`config.mk`:
```
export PLATFORM = sky130hd
export DESIGN_NAME = chime_buzzer
export DESIGN_NICKNAME = d
export VERILOG_FILES = /design/src/rtl/chime_buzzer_pkg.sv /design/src/rtl/chime_buzzer_tone_divider.sv /design/src/rtl/chime_buzzer.sv
export SDC_FILE = /design/constraint.sdc
export NUM_CORES = 1
export LEC_CHECK = 0
export ABC_AREA = 1
export BUFFER_PORTS_ARGS = -buffer_cell sky130_fd_sc_hd__buf_2
export CORE_ASPECT_RATIO = 0.5
export CORE_MARGIN = 2
export CORE_UTILIZATION = 25
export DETAILED_ROUTE_END_ITERATION = 16
export GPL_ROUTABILITY_DRIVEN = 0
export GPL_TIMING_DRIVEN = 0
export SLEW_MARGIN = 20
export SYNTH_ARGS = -nofsm -noshare
export SYNTH_HDL_FRONTEND = slang
export SYNTH_SLANG_ARGS = --single-unit
```
`constraint.sdc`:
```
create_clock -name clk -period 3.7 [get_ports clk]
set_input_delay 0.185 -clock clk [delete_from_list [all_inputs] [get_ports clk]]
set_output_delay 0.185 -clock clk [all_outputs]
set_load 0.02 [all_outputs]
```
`src/rtl/chime_buzzer_pkg.sv`:
```
// Shared types and default constants for the chime speaker path.
package chime_pkg;

  // Default half-period word width and minimum half-period in clocks.
  localparam int CHIME_WIDTH    = 20;
  localparam int CHIME_MIN_HALF = 2;

  // Width of the saturating strike counter.
  localparam int STRIKE_W = 8;

  // Tone generator state.
  typedef enum logic {
    IDLE = 1'b0,
    RUN  = 1'b1
  } chime_state_e;

endpackage

```
`src/rtl/chime_buzzer_tone_divider.sv`:
```
// Loadable half-period counter. Emits a one-cycle boundary pulse on the last
// cycle of each phase while enabled. A load restarts the phase at count 0 with
// a new half-period; while disabled the count is parked at 0.
module tone_divider
  import chime_pkg::*;
#(
  parameter int WIDTH = CHIME_WIDTH
) (
  input  logic             clk,
  input  logic             rst,
  input  logic             en_i,
  input  logic             load_i,
  input  logic [WIDTH-1:0] half_i,
  output logic             boundary_o
);

  logic [WIDTH-1:0] cnt_q;
  logic [WIDTH-1:0] cnt_d;
  logic [WIDTH-1:0] half_q;
  logic [WIDTH-1:0] half_d;
  logic             boundary_s;

  // Last cycle of the current phase; half is always >= 2 while enabled.
  assign boundary_s = en_i && (cnt_q == (half_q - WIDTH'(1)));
  assign boundary_o = boundary_s;

  // Next count and half-period: load wins, otherwise count and wrap.
  always_comb begin
    cnt_d  = cnt_q;
    half_d = half_q;
    if (load_i) begin
      half_d = half_i;
      cnt_d  = '0;
    end else if (en_i) begin
      if (boundary_s) begin
        cnt_d = '0;
      end else begin
        cnt_d = cnt_q + WIDTH'(1);
      end
    end else begin
      cnt_d = '0;
    end
  end

  // Counter and latched half-period registers.
  always_ff @(posedge clk or posedge rst) begin
    if (rst) begin
      cnt_q  <= '0;
      half_q <= '0;
    end else begin
      cnt_q  <= cnt_d;
      half_q <= half_d;
    end
  end

endmodule

```
`src/rtl/chime_buzzer.sv`:
```
// Speaker driver: turns a tone request (enable + half-period word) into a
// glitch-free square wave and counts silence-to-tone strikes.
module chime_buzzer
  import chime_pkg::*;
#(
  parameter int WIDTH    = CHIME_WIDTH,
  parameter int MIN_HALF = CHIME_MIN_HALF
) (
  input  logic                clk,
  input  logic                rst,
  input  logic                on,
  input  logic [WIDTH-1:0]    sound,
  input  logic                clr_cnt,
  output logic                speak,
  output logic                busy,
  output logic [STRIKE_W-1:0] strike_cnt
);

  localparam logic [STRIKE_W-1:0] STRIKE_MAX = {STRIKE_W{1'b1}};

  chime_state_e        state_q;
  chime_state_e        state_d;
  logic                speak_q;
  logic                speak_d;
  logic [STRIKE_W-1:0] strike_q;
  logic [STRIKE_W-1:0] strike_d;
  logic                req_s;
  logic                start_s;
  logic                load_s;
  logic                boundary_s;
  logic [WIDTH-1:0]    half_s;

  // Raise short non-zero requests to the minimum half-period (unsigned compare).
  function automatic logic [WIDTH-1:0] clamp_half(input logic [WIDTH-1:0] s);
    if (s < WIDTH'(MIN_HALF)) begin
      return WIDTH'(MIN_HALF);
    end else begin
      return s;
    end
  endfunction

  assign req_s   = on && (sound != '0);
  assign half_s  = clamp_half(sound);
  assign start_s = (state_q == IDLE) && req_s;

  tone_divider #(
    .WIDTH(WIDTH)
  ) u_div (
    .clk       (clk),
    .rst       (rst),
    .en_i      (state_q == RUN),
    .load_i    (load_s),
    .half_i    (half_s),
    .boundary_o(boundary_s)
  );

  // FSM next state: start a tone, and only act on requests at phase boundaries.
  always_comb begin
    state_d = state_q;
    speak_d = speak_q;
    load_s  = 1'b0;
    case (state_q)
      IDLE: begin
        if (req_s) begin
          state_d = RUN;
          speak_d = 1'b1;
          load_s  = 1'b1;
        end else begin
          speak_d = 1'b0;
        end
      end
      RUN: begin
        if (boundary_s) begin
          if (req_s) begin
            speak_d = ~speak_q;
            load_s  = 1'b1;
          end else begin
            state_d = IDLE;
            speak_d = 1'b0;
          end
        end else begin
          speak_d = speak_q;
        end
      end
      default: begin
        state_d = IDLE;
        speak_d = 1'b0;
      end
    endcase
  end

  // Strike counter next value: clear first, then count, saturating at max.
  always_comb begin
    strike_d = strike_q;
    if (clr_cnt) begin
      strike_d = start_s ? STRIKE_W'(1) : '0;
    end else if (start_s && (strike_q != STRIKE_MAX)) begin
      strike_d = strike_q + STRIKE_W'(1);
    end else begin
      strike_d = strike_q;
    end
  end

  // State, speaker and strike registers.
  always_ff @(posedge clk or posedge rst) begin
    if (rst) begin
      state_q  <= IDLE;
      speak_q  <= 1'b0;
      strike_q <= '0;
    end else begin
      state_q  <= state_d;
      speak_q  <= speak_d;
      strike_q <= strike_d;
    end
  end

  assign speak      = speak_q;
  assign busy       = (state_q == RUN);
  assign strike_cnt = strike_q;

endmodule
```
Word-level counts from Yosys, hierarchy flattened:

Index checks and enable logic that the tools add are counted.

* $add $sub $neg: 3
* magnitude comparators: 1
* eq/ne operators: 3
* mux-type cells: 15
* bitwise operators: 2
* reduce and logical (&&, ||, !) cells: 6

Operators with widths (number)
* 20-bit two-way mux: 4
* 20-bit by 1-bit adder with 20-bit output (second input constant): 1
* 20-bit == test: 1
* 20-bit by 2-bit < comparator with 1-bit output (second input constant): 1
* 20-bit nonzero test: 1
* 20-bit by 1-bit subtractor with 20-bit output (second input constant): 1
* 8-bit two-way mux: 2
* 8-bit by 1-bit adder with 8-bit output (second input constant): 1
* 8-bit inequality test (second input constant): 1
* 1-bit two-way mux: 6
* 1-bit one-hot mux with 2 select lines: 3
* 1-bit logical AND: 4
* 2-bit by 1-bit inequality test with 1-bit output (second input constant): 1
* 1-bit inverter: 2
* 2-bit nonzero test: 1

* flip-flop bits (word level): 50
* bits of input ports: 24
* output and inout bits: 10
* word-level logic and storage cells: 35

Longest topological paths before layout:

Gate-level depths: netlist (run 1).

* word-level depth: 6
* gate-level depth with buffers: 17
* mapped depth without buffers: 16

Hierarchy:

Synthesis (run 1) repeated with hierarchy kept, for this count alone.

* cell total of the unflattened synthesis: 539
* area total of the unflattened synthesis: 3692.3 µm²

By module, submodules not included
* tone_divider: times used 1, cells each 416, area each 2921.6 µm², seq. area each 1001.0 µm²
* chime_buzzer: times used 1, cells each 123, area each 770.7 µm², seq. area each 250.2 µm²

Worst setup path after synthesis (run 1):

No wires, ideal clock.

* path kind: flip-flop to flip-flop
* start: reg u_div.half_q[0]
* end: reg u_div.half_q[3]
* setup time: 0.117 ns
* data arrival time: 1.858 ns
* required time: 3.583 ns
* path slack: 1.725 ns
* stages on the path, launching flop included: 17
* path buffers: 1
* period minus slack after synthesis: 1.975 ns
* path through: dfrtp_1 > inv_1 > ha_1 > nand2_1 > nor2_4 > nand2_1 > nor2_1 > nand2_1 > nand2_1 > nand3_1 > nor2_1 > nand2_2 > nand2_4 > nand2_2 > buf_6 > nand2_1 > nand2_1

* longest elaborated chain between the ends: 5

Ends and longest elaborated chain
* start, declared: line chime_buzzer_tone_divider.sv:19 `logic [WIDTH-1:0] half_q;`
* start signal, assigned: line chime_buzzer_tone_divider.sv:52 `half_q <= half_d;`
* 20-bit by 1-bit subtractor with 20-bit output: line chime_buzzer_tone_divider.sv:24 `assign boundary_s = en_i && (cnt_q == (half_q - WIDTH'(1)));`
* 20-bit == test: line chime_buzzer_tone_divider.sv:24
* 1-bit logical AND: line chime_buzzer_tone_divider.sv:24
* 1-bit two-way mux: line chime_buzzer.sv:73 `if (boundary_s) begin`
* 1-bit one-hot mux with 2 select lines: line chime_buzzer.sv:62 `case (state_q)`

Every way passes these cells.
A chain may end at the register's enable or synchronous reset.

Worst setup path after layout (run 1):

* start: reg u_div.half_q[0]
* end: reg u_div.half_q[12]

The elaborated chain is that of the path after synthesis.

==> results of run 1 <==
where the power goes:
group | switching [mW] | internal (mW) | leakage (nW) | total [mW]
clock network | 0.209 | 0.254 | 0.0704 | 0.463
registers | 0.0000000656 | 0.546 | 0.674 | 0.546
logic | 0.0285 | 0.0147 | 1.18 | 0.0432
total | 0.237 | 0.815 | 1.92 | 1.05
metal layers:
| layer | GRT usage | vias to the layer above |
|---|---|---|
| met4 | 0.0282 | 0 |
| met3 | 0.0205 | 5 |
| li1 | - | 1445 |
| met5 | 0 | - |
| met1 | 0.160 | 1226 |
| met2 | 0.176 | 39 |
Yosys cell counts (all sizes together), types with 6 or more instances:
master	n
nand2	132
nor2	80
dfrtp	50
nand3	46
inv	29
xor2	25
xnor2	16
nor3	12
nand4	9
nand3b	8
buf	6
flip-flops by register name, indices dropped and copies added, names as in the netlist:
register / count
busy: 1
u_div.half_q: 20
strike_cnt: 8
u_div.cnt_q: 20
speak: 1
per-stage QoR:
step,worst slack (ps),power [mW],instances
6_report,1330,1.05,638
5_1_grt,1120,1.10,638
4_1_cts,1330,1.07,638
3_5_place_dp,1330,0.601,629
3_3_place_gp,1360,0.598,628
2_1_floorplan,1720,0.575,430
how the worst max path moves through the flow:
stage	cells after the start	slack [ps]	end	startpoint
global placement	14	1360	u_div.cnt_q[14]	u_div.half_q[0]
CTS	16	1330	u_div.half_q[11]	u_div.half_q[0]
global route	14	1120	u_div.cnt_q[14]	u_div.half_q[0]
detailed placement	16	1330	u_div.half_q[16]	u_div.half_q[0]
finish	16	1330	u_div.half_q[12]	u_div.half_q[0]
floorplan	16	1720	u_div.half_q[3]	u_div.half_q[0]
area by class of cell:
| type | instances | area, µm² |
|---|---|---|
| inverters | 29 | 109 |
| plain buffers | 10 | 70.1 |
| flip-flops and latches | 50 | 1250 |
| multi-input cells | 341 | 1700 |
| well taps | 165 | 206 |
| clock inverters | 3 | 25.0 |
| clock buffers | 5 | 125 |
| fillers | 1292 | 8330 |
| repair buffers | 35 | 195 |
cells by family (layout without fill, tap and decap cells):
kind of cell	Yosys count	in the layout	synth area share
fa+ha+maj	3	3	0.0120
compound gates	6	6	0.00959
buf+inv	39	82	0.0572
simple gates	291	291	0.407
xor+xnor	41	41	0.115
flops	50	50	0.400
==> results.toml, run 1 <==
[detailed_routing]
wl_um = 7360
vias = 2715
viasPerCell = 4.26
maxUsedRoutingLayer = "met4"
drc = 0
met1_length_um = 3880
wl_met2_um = 3130
first_iter_violations = 156
post_drt_wl_per_cell_um = 11.5
met3WireLength_um = 278
postRouteAntennaNets = 0
dr.pass1.iters = 4

[floorplanning]
dieArea_um2 = 13500
io_pins = 34
die_w_um = 162
die_h_um = 83.1
start_util = 0.261
row_count = 28
coreArea_um2 = 12000

[finish]
drive_gt1_frac = 0.127
mostFrequentLayoutCell = "nand2_1"
layout_common_cells = "126 x nand2_1, 77 x nor2_1, 50 x dfrtp_1, 46 x nand3_1, 35 x buf_2"
stdcell_area_um2 = 3680
syn_to_final_growth_pct = 17.6
fin_util = 0.306
layout.nets = 499
num_antenna_cells = 0

[critical_path]
crit_buf_inv = 2
cpMostUsedCell = "nand2_1"
crit_path_top_delay_cell = "dfrtp_1"
r2r-start = "u_div.half_q[0]"
end_kind = "flip-flop"
rrSetupSlack_ps = 1330
regToRegEndpoint = "u_div.half_q[12]"
cp.required_ps = 3880
slowest_delay_ps = 420
startpoint_type = "flip-flop"
crit_chain = "inv_1, ha_1, nand2_1, nor2_4, nand3_1, nand2_1, nand3_1, nor2_1, nand2_1, nor2_1, nand2_2, nand2_4, nand2_2, buf_6, nand2_1, nand2_1"
worstPathArrival_ps = 2550
cp_top_family = "simple AND/OR/NAND/NOR gates"
path_class = "flip-flop to flip-flop"
crit_fanout = 10
worstRegToRegCells = 16

[place]
place_area_um2 = 3520
portBuffers = 33
place_hpwl_um = 5830

[synth]
netlist.area_leader.share = 0.400
netlist_area_um2 = 3130
yosysTopAreaCell = "dfrtp_1"
synth-async-reset-ratio = 1.00
synthTopCellsByArea = "dfrtp_1 40%, nand2_1 15%, nor2_1 9.2%"
synth_edf_count = 0
yosysSeqAreaShare = 0.400
synth_cell_types = 24
syn-instance-count = 430
syn_nets = 457
syn_area_per_cell_um2 = 7.28
synth_ff_type = "dfrtp_1"
synth-seq-cells = 50
ys_warn_count = 0

[cts]
cts_made_buffers = 5
htreeDepth = 2
post-cts-setup-buffer-count = 0
clkLatencyLatePin_ps = 290
cts-resized-gates = 0
holdBufCountCts = 1
path_clk_slew_ps = 70
cts_buffer_depth = 2
root_buffer = "clkbuf_16"
cts_sinks = 50
cts_tree = "yes"

[sta]
period_share = 0.641
worst_pin_slew_ps = 452
drv_slew = 0
fmaxAchievable_mhz = 422
slew_headroom = 0.698
finalSetupTns_ps = 0
period_minus_slack_ps = 2370
fin_worst_skew_ps = 6.60
rsz0062_at_grt = "false"
hold_violations = 0
hold_slack_ps = 127
setup_violations = 0

[status]
status = "finished clean"

[global_route]
grt_use_total = 0.112
grt_overflow_total = 0
antenna_found_initial = 0
grt_pass1_wl_um = 12400
first_global_vias = 2599
grt_max_degree = 33

[worst_hold_path]
min_from = "clr_cnt"
hp-class = "input port to flip-flop"
holdPathEnd = "strike_cnt[1]"
hold_depth = 2

[run]
maxCapViolations = 0

[power_and_ir_drop]
p_per_area_nw_per_um2 = 286
vdd_drop_max_uv = 185
power_leakage_nw = 1.92
Power figures use the tool's default switching activity.
==> inputs of run 2 (changes only) <==
==> constraint.sdc (replaced) <==
create_clock -name clk -period 1.99 [get_ports clk]
set_input_delay 0.0995 -clock clk [delete_from_list [all_inputs] [get_ports clk]]
set_output_delay 0.0995 -clock clk [all_outputs]
set_load 0.02 [all_outputs]
==> run 2 against run 1 <==
  * The flow now finishes with violations (setup timing)
  * Sequential share of layout area is 2.7 points lower
  * Worst setup slack worse by 1500 ps
  * Sequential cell count stayed put
  * Critical path type unchanged
  * Largest cell class unchanged
  * Highest routed layer unchanged
==> results.toml, run 2 (synthesis results as in run 1) <==
[sta]
period_share = 1.08
fin_worst_skew_ps = 6.71
worst_pin_slew_ps = 457
slew_headroom = 0.695
fmaxAchievable_mhz = 466
drv_slew = 0
setup_slack_ps = -157
setup_violations = 42
rsz0062_at_grt = "true"
hold_violations = 0
period_minus_slack_ps = 2150
finalSetupTns_ps = -5180

[floorplanning]
die_w_um = 162
row_count = 28
die_h_um = 83.1
io_pins = 34
coreArea_um2 = 12000
start_util = 0.261
dieArea_um2 = 13500

[critical_path]
crit_fanout = 8
end_kind = "flip-flop"
cp.required_ps = 2170
critPathLaunch = "u_div.half_q[6]"
startpoint_type = "flip-flop"
worstPathArrival_ps = 2330
path_class = "flip-flop to flip-flop"
r2r-start = "u_div.half_q[6]"

[place]
portBuffers = 33
place_hpwl_um = 5830
place_area_um2 = 3520

[power_and_ir_drop]
internal-power_mw = 1.52
p_clk_frac = 0.440
p_sw_frac = 0.227
comb_power_share = 0.041
p_sw_mw = 0.444
power_leakage_nw = 2.07
p_per_area_nw_per_um2 = 487
power_frac_seq = 0.518
vdd_drop_max_uv = 350
p_total_mw = 1.96

[finish]
stdcell_area_um2 = 4030
regArea_um2 = 1260
layout_common_cells = "122 x nand2_1, 62 x nor2_1, 45 x nand3_1, 44 x dfrtp_1, 34 x buf_2"
mostFrequentLayoutCell = "nand2_1"
fill_cells = 1259
multi_input_area_um2 = 1850
syn_to_final_growth_pct = 28.6
layout.nets = 520
drive_gt1_frac = 0.231
num_antenna_cells = 0

[cts]
cts_buffer_depth = 2
clkLatencyLatePin_ps = 290
cts_tree = "yes"
htreeDepth = 2
path_clk_slew_ps = 70
cts_sinks = 50
root_buffer = "clkbuf_16"
cts_made_buffers = 5

[global_route]
grt_pass1_wl_um = 13100
grt_overflow_total = 0
grt_use_total = 0.119
antenna_found_initial = 0
first_global_vias = 2730
grt_max_degree = 33

[worst_hold_path]
hp-class = "input port to flip-flop"
min_from = "clr_cnt"

[detailed_routing]
first_iter_violations = 131
dr.pass1.iters = 4
postRouteAntennaNets = 0
wl_um = 7910
vias = 2876
post_drt_wl_per_cell_um = 12.0
drc = 0
viasPerCell = 4.36

[status]
status = "finished, violations left"
violations = "setup timing"

[run]
maxCapViolations = 0
run 2: cell type report:
cell class | instances | share of cell area
Inverter | 29 | 0.0270
Clock buffer | 5 | 0.0311
Buffer | 10 | 0.0199
Sequential cell | 50 | 0.313
Multi-Input combinational cell | 341 | 0.459
Tap cell | 165 | 0.0513
Clock inverter | 3 | 0.00622
Timing Repair Buffer | 56 | 0.0929
run 2: final timing paths:
path                       slack, ps                to  cells past startpoint
min reg2reg                      520  u_div.half_q[19]                      2
max                             -160   u_div.cnt_q[18]                     12
min                               40     strike_cnt[1]                      2
max in group asynchronous       1080   u_div.half_q[2]                      4
max reg2reg                     -160   u_div.cnt_q[18]                     12
min in group asynchronous        360   u_div.cnt_q[10]                      3
run 2: worst max-delay path: stages, from the launching register on:
cell	delay, ps
dfrtp_2	440
nor2_1	140
nand2_2	90
nor2_4	220
nand4_1	190
xor2_1	180
nand2_1	80
nor2_2	130
nand2_2	100
nand2_4	130
buf_4	150
clkbuf_16	140
nor2_1	40
run 2: power groups by stage:
stage	registers, mW	clock network [mW]	logic, mW
after global routing	1.01	0.932	0.0923
after floorplan	1.04	0	0.0332
after detailed placement	1.04	0	0.0817
final	1.02	0.863	0.0812
after CTS	1.02	0.889	0.0829
after global placement	1.04	0	0.0758
run 2: through the flow:
stage / cells / hold WS, ps / setup slack, ps / util
4_1_cts: 656 / 37.1 / -84.3 / 0.326
6_report: 659 / 41.0 / -157 / 0.335
2_1_floorplan: 430 / 163 / 14.9 / -
3_3_place_gp: 628 / 347 / -349 / 0.291
5_1_grt: 659 / 41.4 / -296 / 0.335
3_5_place_dp: 629 / 136 / -378 / 0.293
run 2: layer usage:
metal	global-route usage	part of all wire
met3	0.0200	0.050
met2	0.191	0.45
met4	0.0274	0.0070
met5	0	0
met1	0.167	0.49
run 2: timing repair:
| item | in CTS | in global routing |
|---|---|---|
| gates cloned | 0 | 1 |
| buffers inserted | 18 | 2 |
| resized for setup | 33 | 18 |
| pin swaps | 9 | 6 |
| endpoints found under the hold margin | 18 | 0 |
| endpoints found under the setup margin | 42 | 42 |
| hold buffers | 1 | 0 |
==> inputs of run 3 (changes only) <==
--- a/config.mk
+++ b/config.mk
@@ -7,7 +7,6 @@
 export LEC_CHECK = 0
 export ABC_AREA = 1
 export BUFFER_PORTS_ARGS = -buffer_cell sky130_fd_sc_hd__buf_2
-export CORE_ASPECT_RATIO = 0.5
 export CORE_MARGIN = 2
 export CORE_UTILIZATION = 25
 export DETAILED_ROUTE_END_ITERATION = 16
==> run 3 against run 2 <==
  * The flow still finishes with violations (setup timing)
  * Sequential cell count unchanged
  * Via count increased by 2.5%
  * Routed wire length increased by 4.7%
  * Clock skew increased by 3.5 ps
  * Non-clock buffer count decreased by 4
  * Critical path depth increased by 5
  * Power increased by 3.1%
  * Critical endpoint is now u_div.cnt_q[14]
  * Highest routed layer unchanged
==> results.toml, run 3 (synthesis results as in run 1) <==
[sta]
finalSetupTns_ps = -4820
fmaxAchievable_mhz = 470
worst_pin_slew_ps = 511
slew_headroom = 0.659
setup_violations = 42
period_share = 1.07
fin_worst_skew_ps = 10.2
period_minus_slack_ps = 2130
rsz0062_at_grt = "true"
drv_slew = 0
setup_slack_ps = -138
hold_violations = 0

[floorplanning]
row_count = 40
die_h_um = 116
dieArea_um2 = 13400
io_pins = 34
coreArea_um2 = 12100
die_w_um = 116
start_util = 0.258

[cts]
clkLatencyLatePin_ps = 290
cts_sinks = 50
cts_tree = "yes"
cts_made_buffers = 5
path_clk_slew_ps = 70
cts_buffer_depth = 2
htreeDepth = 2
root_buffer = "clkbuf_16"

[power_and_ir_drop]
p_per_area_nw_per_um2 = 500
power_leakage_nw = 2.07
p_total_mw = 2.02
vdd_drop_max_uv = 253

[worst_hold_path]
hold_depth = 2
hp-class = "input port to flip-flop"

[detailed_routing]
wl_met2_um = 4090
postRouteAntennaNets = 0
post_drt_wl_per_cell_um = 12.6
viasPerCell = 4.48
maxUsedRoutingLayer = "met4"
dr.pass1.iters = 4
first_iter_violations = 149
met3WireLength_um = 294
drc = 0
wl_um = 8280
vias = 2948
met1_length_um = 3770

[critical_path]
worstRegToRegCells = 17
startpoint_type = "flip-flop"
crit_buf_inv = 4
path_class = "flip-flop to flip-flop"
crit_path_top_delay_cell = "dfrtp_1"
slowest_delay_ps = 390
cp.required_ps = 2210
path_depth = 17
cpMostUsedCell = "nand2_1"
end_kind = "flip-flop"
worstPathArrival_ps = 2350
crit_chain = "inv_2, ha_4, nand2_4, nor2_4, nand2_2, buf_6, nand2_2, nand2_1, nand2_1, nor2_1, nand2_1, nor2_2, nand2_4, nand2_8, buf_12, clkbuf_16, nor3_2"
cp_top_family = "simple AND/OR/NAND/NOR gates"
crit_fanout = 8

[global_route]
first_global_vias = 2941
grt_use_total = 0.128
grt_max_degree = 31
grt_overflow_total = 0
antenna_found_initial = 0
grt_pass1_wl_um = 13800

[place]
pre_cts_ws_ps = -441
place_area_um2 = 3530
dp_cells = 632
place_hpwl_um = 6030
portBuffers = 33

[finish]
layout.nets = 516
layout_common_cells = "120 x nand2_1, 57 x nor2_1, 48 x dfrtp_1, 45 x nand3_1, 33 x buf_2"
syn_to_final_growth_pct = 29.1
mostFrequentLayoutCell = "nand2_1"
layoutNonFillerInstCount = 658
stdcell_area_um2 = 4040
num_antenna_cells = 0
drive_gt1_frac = 0.231

[status]
status = "finished, violations left"
violations = "setup timing"

[run]
maxCapViolations = 0
run 3: per-stage QoR:
step | hold WS, ps | utilization
finish | 51.2 | 0.334
global route | 50.3 | 0.334
CTS | 45.6 | 0.317
detailed placement | 155 | 0.291
global placement | 348 | 0.289
floorplan | 163 | -
run 3: power by group:
part / switching (mW) / leakage (nW) / internal (mW)
sequential: 0.000000148 / 0.671 / 1.02
clock: 0.384 / 0.0801 / 0.538
combinational: 0.0556 / 1.32 / 0.0274
total: 0.440 / 2.07 / 1.58
run 3: final timing paths:
path	from	end	slack [ps]
hold reg to reg	u_div.half_q[19]	u_div.half_q[19]	530
hold / removal	clr_cnt	strike_cnt[1]	50
setup reg to reg	u_div.half_q[0]	u_div.cnt_q[14]	-140
setup / recovery	u_div.half_q[0]	u_div.cnt_q[14]	-140
max in group asynchronous	rst	u_div.half_q[5]	1060
min in group asynchronous	rst	strike_cnt[7]	380
run 3: routing by layer:
layer / GRT usage / vias to the layer above
met2: 0.233 / 53
met3: 0.0173 / 12
met1: 0.160 / 1402
li1: - / 1481
met4: 0.0294 / 0
met5: 0 / -
run 3: timing repair:
action / CTS / global route
hold endpoints to repair: 20 / 0
resized for setup: 23 / 32
hold buffers: 1 / 0
cloned: 0 / 1
endpoints found under the setup margin: 42 / 42
buffers inserted: 9 / 7
pin swaps: 6 / 9
run 3: area by class of cell:
| cell class | count | area, µm² |
|---|---|---|
| well taps | 168 | 210 |
| multi-input cells | 341 | 1870 |
| inverters | 29 | 109 |
| clock inverters | 1 | 8.76 |
| clock buffers | 7 | 153 |
| plain buffers | 10 | 82.6 |
| fillers | 1326 | 8070 |
| repair buffers | 52 | 357 |
| flip-flops and latches | 50 | 1250 |
